===== config.mk =====
export PLATFORM = sky130hd
export DESIGN_NAME = gold_nic
export DESIGN_NICKNAME = d
export VERILOG_FILES = /design/src/rtl/gold_nic.sv
export SDC_FILE = /design/constraint.sdc
export NUM_CORES = 1
export LEC_CHECK = 0
export ABC_AREA = 1
export BUFFER_PORTS_ARGS = -buffer_cell sky130_fd_sc_hd__buf_4
export CAP_MARGIN = 0
export CORE_UTILIZATION = 47
export CTS_CLUSTER_DIAMETER = 100
export DETAILED_ROUTE_END_ITERATION = 8
export GPL_TIMING_DRIVEN = 0
export PLACE_DENSITY = 0.78
export SETUP_SLACK_MARGIN = 0.02
export SLEW_MARGIN = 30
export SYNTH_ARGS = -nofsm -noshare
export SYNTH_HDL_FRONTEND = slang
export SYNTH_SLANG_ARGS = --single-unit

===== constraint.sdc =====
create_clock -name clk -period 2.24 [get_ports clk]
set_input_delay 0.448 -clock clk [delete_from_list [all_inputs] [get_ports clk]]
set_output_delay 0.448 -clock clk [all_outputs]
set_load 0.01 [all_outputs]

===== src/rtl/gold_nic.sv =====
// Processor-side NIC for the ring router PE port: a one-deep rx buffer and a one-deep tx buffer
// behind a four-register load/store window.
module gold_nic (
  input  logic        clk,
  input  logic        reset,
  input  logic [1:0]  addr,
  input  logic [63:0] d_in,
  output logic [63:0] d_out,
  input  logic        nicEn,
  input  logic        nicWrEn,
  output logic        net_so,
  input  logic        net_ri,
  output logic [63:0] net_do,
  input  logic        net_si,
  output logic        net_ro,
  input  logic [63:0] net_di,
  input  logic        net_polarity
);

  logic        rx_full_q, rx_full_d;
  logic [63:0] rx_buf_q, rx_buf_d;
  logic        tx_full_q, tx_full_d;
  logic [63:0] tx_buf_q, tx_buf_d;
  logic [63:0] d_out_q, d_out_d;

  logic tx_go, rx_acc, rd, wr_tx;

  always_comb begin
    // Bit 63 picks the VC; it may only leave on the matching polarity cycle.
    tx_go  = tx_full_q & net_ri & (net_polarity == tx_buf_q[63]);
    net_so = tx_go;
    net_do = tx_go ? tx_buf_q : 64'h0;
    net_ro = reset & ~rx_full_q;
    rx_acc = net_si & net_ro;
    rd     = nicEn & ~nicWrEn;
    // A write while full, including one at the edge the buffer leaves, is dropped.
    wr_tx  = nicEn & nicWrEn & (addr == 2'b10) & ~tx_full_q;
  end

  always_comb begin
    rx_full_d = rx_full_q;
    rx_buf_d  = rx_buf_q;
    tx_full_d = tx_full_q;
    tx_buf_d  = tx_buf_q;
    d_out_d   = d_out_q;

    if (rd) begin
      unique case (addr)
        2'b00: begin
          d_out_d = rx_buf_q;
          if (rx_full_q) rx_full_d = 1'b0;
        end
        2'b01: d_out_d = {63'b0, rx_full_q};
        2'b10: d_out_d = tx_buf_q;
        2'b11: d_out_d = {63'b0, tx_full_q};
      endcase
    end

    // net_ro is low whenever rx_full is set, so accept and read-clear never collide.
    if (rx_acc) begin
      rx_buf_d  = net_di;
      rx_full_d = 1'b1;
    end

    if (tx_go) tx_full_d = 1'b0;
    if (wr_tx) begin
      tx_buf_d  = d_in;
      tx_full_d = 1'b1;
    end
  end

  always_ff @(posedge clk) begin
    if (!reset) begin
      rx_full_q <= 1'b0;
      rx_buf_q  <= 64'h0;
      tx_full_q <= 1'b0;
      tx_buf_q  <= 64'h0;
      d_out_q   <= 64'h0;
    end else begin
      rx_full_q <= rx_full_d;
      rx_buf_q  <= rx_buf_d;
      tx_full_q <= tx_full_d;
      tx_buf_q  <= tx_buf_d;
      d_out_q   <= d_out_d;
    end
  end

  assign d_out = d_out_q;

endmodule


## Word-level counts from Yosys, hierarchy flattened

Index checks and enable logic that the tools add are counted.

| storage, ports and cells | value |
|---|---|
| bits in registers | 194 |
| word-level logic and storage cells | 32 |

| operators by class | value |
|---|---|
| eq/ne operators | 4 |
| multiplexer cells | 7 |
| bitwise gates (word level) | 11 |
| reduce and logical (&&, ||, !) cells | 5 |

Operator list:

| kind | number |
|---|---|
| 64-bit case mux with 4 select lines | 1 |
| 64-bit two-way mux | 1 |
| 1-bit bitwise AND | 8 |
| 2-bit nonzero test | 3 |
| 1-bit two-way mux | 5 |
| 2-bit == test (second input constant) | 2 |
| 1-bit inverter | 3 |
| 2-bit by 1-bit == test with 1-bit output (second input constant) | 1 |
| 2-bit logical NOT | 1 |
| 2-bit AND reduction | 1 |
| 1-bit == test | 1 |

## Longest topological paths before layout

Gate-level depths: netlist (run 1).

| logic depth | value |
|---|---|
| depth in word-level cells | 5 |
| depth in mapped cells | 8 |
| gate-level depth less buffers | 6 |

## Worst setup path after synthesis (run 1)

No wires, ideal clock.

| timing | value |
|---|---|
| path kind | input to output |
| start point | in net_ri |
| end point | out net_do[13] |
| data arrival time | 1.083 ns |
| data required time | 1.792 ns |
| setup slack | 0.709 ns |
| stages | 6 |
| buffers on the path | 2 |
| path through | nand2_1 inv_1 nand3_1 buf_2 buf_2 nor2_1 |

| on the way | value |
|---|---|
| cells in the longest elaborated chain, start to end | 3 |

Ends and longest elaborated chain:

| element | RTL line | text |
|---|---|---|
| from (decl) | 12 | `input logic net_ri,` |
| 1-bit bitwise AND (2 in series) | 30 | `tx_go = tx_full_q & net_ri & (net_polarity == tx_buf_q[63]);` |
| 64-bit two-way mux | 32 | `net_do = tx_go ? tx_buf_q : 64'h0;` |
| to (decl) | 13 | `output logic [63:0] net_do,` |

Every way passes these cells.

## Worst setup path after layout (run 1)

| timing | value |
|---|---|
| start point | reg tx_full_q |
| end point | out net_do[45] |

| on the way | value |
|---|---|
| cells in the longest elaborated chain, start to end | 3 |

Ends and longest elaborated chain:

| element | RTL line | text |
|---|---|---|
| from (decl) | 22 | `logic tx_full_q, tx_full_d;` |
| from (signal assigned) | 82 | `tx_full_q <= tx_full_d;` |
| 1-bit bitwise AND (2 in series) | 30 |  |
| 64-bit two-way mux | 32 |  |

Every way passes these cells.

==> metrics.csv, run 1 <==
metric,value,unit
status,"complete, no violations",
clock-sinks,194,
path_max_fanout,10,
layout_setup_ws,0.139,ns
grt_max_degree,17,
cts_buffers,17,
gr-total-overflow,0,
cap_viol_max_count,0,
cpMaxStageDelayCell,dfxtp_2,
die_h,137,µm
crit_chain,nand2_1 -> inv_1 -> nand3_1 -> buf_6 -> buf_2 -> nor2_1 -> buf_4,
synthFlopType,dfxtp_1,
synth.most_common_cell,nand2_1,
clock_latency,0.43,ns
finalCritPeriodShare,0.938,
fill_cells,1646,
hold_viol_final,0,
syn-instance-count,1343,
syn_area,8570,µm²
hold_path.startpoint,net_di[34],
synth-seq-area-share,0.453,
vdd_drop_max,528,µV
drive_gt1_frac,0.221,
hpwl,18800,µm
die_w,137,µm
multi_input_area,3700,µm²
ys_seq_elements,194,
viasPerCell,4.76,
fin_cells,1869,
postRouteAntennaNets,0,
power_frac_comb,0.108,
routed_wl,25200,µm
cts_tree,done,
antenna_cells,0,
antenna_found_initial,0,
slew_violations,0,
path_buf_inv,4,
grt_pass1_vias,7973,
syn_nets,1480,
cp.depth,7,
netlist.area_leader.share,0.453,
path_clk_slew,0.07,ns
p_sw_frac,0.254,
worstPathArrival,1.65,ns
max_stage_delay,0.37,ns
drc,0,
critPathRequiredTime,1.79,ns
row_count,49,
netlist_top_cells_area,"dfxtp_1, nand2_1, nor2_1",
die-area,18800,µm²
drt_iter0_drc,483,
min_path_cells,3,
leakage,5.62,nW
fin_total_pwr,7.44,mW
wl_per_cell,13.5,µm
gr-usage-all-layers,0.270,
r2r_setup_slack,0.84,ns
timing_worst_setup_path_type,reg2out,
ys_types,14,
startpoint,tx_full_q,
post-route-util,0.638,
p_int,5.55,mW
h-tree-depth,4,
ioPinCount,267,
fin_skew,0.0133,ns
whs_endpoint,rx_buf_q[34],
place_ws,0.184,ns
r2r-end,tx_buf_q[41],
relSlewSlack,0.590,
finalSetupViolCount,0,
cp-start-kind,register,
clkPwrFrac,0.395,
synth_edf_count,0,
fmax,476,MHz
cts_setup_buffers,0,
async_flop_share,0,
synth_top_area_cell,dfxtp_1,
grt_pass1_wl,38900,µm
crit_path_end_kind,primary output,
cellPowerDensity,651,nW/µm²
worstMarginPinSlew,0.615,ns
layout.area.seq,3890,µm²
power.switching,1.89,mW
tns,0,ns
syn_to_final_growth,33.4,%
dr.pass1.iters,5,
post_dp_cell_area,10800,µm²
fin_nets,1764,
reg2reg_from,tx_full_q,
start_util,0.478,
finalCriticalPeriod,2.10,ns
core,17900,µm²
cts-root-buf,clkbuf_16,
synth_area_per_cell,6.38,µm²
hold_ws,0.213,ns
seqPwrFrac,0.497,
cts_buffer_depth,2,
yosys_warnings,0,
rsz0062_at_grt,false,
synth_commonest_cells,"nand2_1, nor2_1, dfxtp_1",
port_buffers,265,
stdcell_area,11400,µm²
vias,8903,
reg2reg_depth,8,
min_path_type,in2reg,
place_inst,1837,
critPathTopFamily,buffers and inverters,
routabilityCongestion,0.881,
## how the worst max path moves through the flow
stage,to
floorplan,net_do[13]
global placement,net_do[59]
detailed placement,net_do[59]
CTS,net_do[45]
global route,net_do[38]
finish,net_do[45]
## registers in the layout, indices dropped and copies added (netlist names)
name and count:
tx_buf_q 64, d_out 64, rx_buf_q 64, tx_full_q 1, rx_full_q 1
## metal layers
layer  up-vias  global-route usage  share of wire
li1       4610                   -              -
met1      3971               0.353           0.45
met2       293               0.448           0.48
met3        29              0.0500          0.061
met4         0              0.0830          0.018
met5         -                   0              0
## logic make-up after synthesis
| group | share of synthesized area |
|---|---|
| AO/OA/AOI/OAI | 0.0391 |
| buffers and inverters | 0.115 |
| flip-flops | 0.453 |
| AND/OR/NAND/NOR | 0.393 |
## cell type report
type	count	area share
timing repair buffer	265	0.174
inverter	143	0.0470
tap	229	0.0251
sequential	194	0.340
multi-input combinational	917	0.324
clock inverter	10	0.00887
clock buffer	22	0.0406
buffer	89	0.0402
## worst reg2reg max path, stage by stage (launching register included)
cell,delay [ns]
dfxtp_2,0.35
inv_1,0.05
nand3_1,0.06
nor2_1,0.16
buf_4,0.27
buf_4,0.21
nand2_1,0.08
nand2_1,0.07
nor2_1,0.05
## power by group through the flow
stage	logic [mW]	registers [mW]	clock network [mW]
2_1_floorplan	0.440	3.75	0
3_3_place_gp	0.789	3.77	0
3_5_place_dp	0.798	3.77	0
4_1_cts	0.804	3.69	2.96
5_1_grt	0.900	3.71	3.10
6_report	0.804	3.69	2.94
## placed cells by master, fill, tap and decap left out, drive strengths merged
cell / Yosys / routed
a21oi: 66 / 66
buf: 72 / 336
bufinv: 0 / 1
clkbuf: 17 / 40
clkinv: 0 / 1
clkinvlp: 0 / 6
dfxtp: 194 / 194
inv: 143 / 145
nand2: 523 / 523
nand3: 130 / 130
nor2: 197 / 197
o21ai: 1 / 1
## repair_timing
| item | 4_1_cts | 5_1_grt |
|---|---|---|
| resized for setup | 3 | 7 |
| setup endpoints to repair | 50 | 52 |
| hold buffers | 0 | 0 |
Note: power is estimated with default switching activity, not from simulation.
==> inputs of run 2 (changes only) <==
- clock period: 2.24 -> 2.3 ns (I/O delays scaled with it)
==> run 2 against run 1 <==
Via count rose by 0.39%. Count of clock-buffer cells in the layout did not move. Clock power shrank 3%. First-iteration DRC count increased by 1.4%. Sequential share of layout area hardly changed. Sequential power down 2%. Combinational power decreased by 2.6%. Critical path depth decreased by 1. Clock skew about the same. Die area stayed put. Highest routed layer unchanged. Power is 2.6% lower.
==> metrics.csv, run 2 (synthesis gave the netlist of run 1 again) <==
metric,value,unit
status,"complete, no violations",
finalSetupViolCount,0,
postRouteAntennaNets,0,
reg2reg_depth,8,
grt_max_degree,17,
fill_cells,1650,
hold_buffers,0,
h-tree-depth,4,
finalCriticalPeriod,2.17,ns
gr-usage-all-layers,0.270,
cts_setup_buffers,0,
drc,0,
die-area,18800,µm²
ioPinCount,267,
reg2reg_from,tx_full_q,
finalCritPeriodShare,0.943,
path_max_fanout,10,
crit_chain,nand2_1 -> nand3_1 -> buf_4 -> buf_2 -> nor2_1 -> buf_4,
die_w,137,µm
post-route-util,0.638,
hold_viol_final,0,
whs_endpoint,rx_buf_q[34],
wl_per_cell,13.5,µm
hpwl,18800,µm
r2r-end,tx_buf_q[41],
hold_ws,0.223,ns
min_path_type,in2reg,
dr.pass1.iters,5,
final_common_cell,nand2_1,
hold_path.startpoint,net_di[34],
port_buffers,265,
fmax,461,MHz
viasPerCell,4.78,
antenna_cells,0,
critPathRequiredTime,1.84,ns
cellPowerDensity,635,nW/µm²
syn_to_final_growth,33.3,%
crit_path_end_kind,primary output,
die_h,137,µm
cp_common_cell,buf_4,
clock_latency,0.43,ns
cts-root-buf,clkbuf_16,
min_path_cells,3,
grt_pass1_vias,7973,
clock-sinks,194,
row_count,49,
antenna_found_initial,0,
cp-start-kind,register,
gr-total-overflow,0,
routed_wl,25300,µm
vdd_drop_max,518,µV
tns,0,ns
drive_gt1_frac,0.220,
cts_buffers,17,
fin_nets,1764,
drt_iter0_drc,490,
worstMarginPinSlew,0.622,ns
routabilityCongestion,0.881,
timing_worst_setup_path_type,reg2out,
worstPathArrival,1.71,ns
grt_pass1_wl,38900,µm
cpMaxStageDelayCell,dfxtp_2,
fin_skew,0.0133,ns
max_stage_delay,0.38,ns
final_cell_mix,"nand2_1, buf_4, nor2_1, dfxtp_1, inv_1",
rsz0062_at_grt,false,
core,17900,µm²
cap_viol_max_count,0,
path_clk_slew,0.07,ns
r2r_setup_slack,0.89,ns
start_util,0.478,
cts_tree,done,
relSlewSlack,0.585,
leakage,5.62,nW
cts_buffer_depth,2,
vias,8938,
slew_violations,0,
run 2: changes by cell type in the layout (fill, tap and decap cells not counted), sizes merged:
cell,before,now
buf,336,337
clkbuf,40,39
run 2: area by class of cell:
| class | instances | area, µm² | share of cell area |
|---|---|---|---|
| tap | 229 | 287 | 0.0251 |
| sequential | 194 | 3890 | 0.340 |
| timing repair buffer | 265 | 1990 | 0.174 |
| buffer | 89 | 449 | 0.0394 |
| clock buffer | 22 | 464 | 0.0407 |
| multi-input combinational | 917 | 3700 | 0.324 |
| clock inverter | 10 | 101 | 0.00888 |
| inverter | 143 | 537 | 0.0470 |
run 2: timing repair:
item,4_1_cts,5_1_grt
setup endpoints to repair,50,55
gates resized for setup,1,3
cloned,0,0
run 2: stage by stage:
step,total power [mW],instance area (µm²),setup WS (ns),std cells
after floorplan,4.08,8570,0.745,1343
after global placement,4.44,10800,0.235,1837
after detailed placement,4.45,10800,0.220,1837
after CTS,7.26,11400,0.0326,1869
after global routing,7.51,11400,0.0208,1869
final,7.24,11400,0.130,1869
run 2: power breakdown:
group | internal [mW] | switching (mW)
registers | 3.50 | 0.0942
clock network | 1.56 | 1.30
logic | 0.339 | 0.445
total | 5.40 | 1.84
run 2: worst max-delay path by stage:
| stage | endpoint | slack [ns] | cells after the start | startpoint |
|---|---|---|---|---|
| 5_1_grt | net_do[59] | 0.02 | 7 | tx_buf_q[63] |
| 3_3_place_gp | net_do[59] | 0.24 | 8 | net_polarity |
| 2_1_floorplan | net_do[13] | 0.74 | 6 | net_ri |
| 6_report | net_do[59] | 0.13 | 6 | tx_buf_q[63] |
| 3_5_place_dp | net_do[59] | 0.22 | 8 | net_polarity |
| 4_1_cts | net_do[59] | 0.03 | 6 | tx_buf_q[63] |
run 2: critical path, delay by kind of cell, from the launching register on:
kind          cells  cell delay, ns
buf+inv           3            0.66
flops             1            0.38
simple gates      3            0.25
run 2: routing by layer:
layer	wire length, µm	track usage	vias to the layer above	share of wire
met2	12000	0.448	303	0.48
met3	1520	0.0500	28	0.060
li1	-	-	4606	-
met1	11300	0.353	4001	0.45
met4	449	0.0830	0	0.018
met5	0	0	-	0
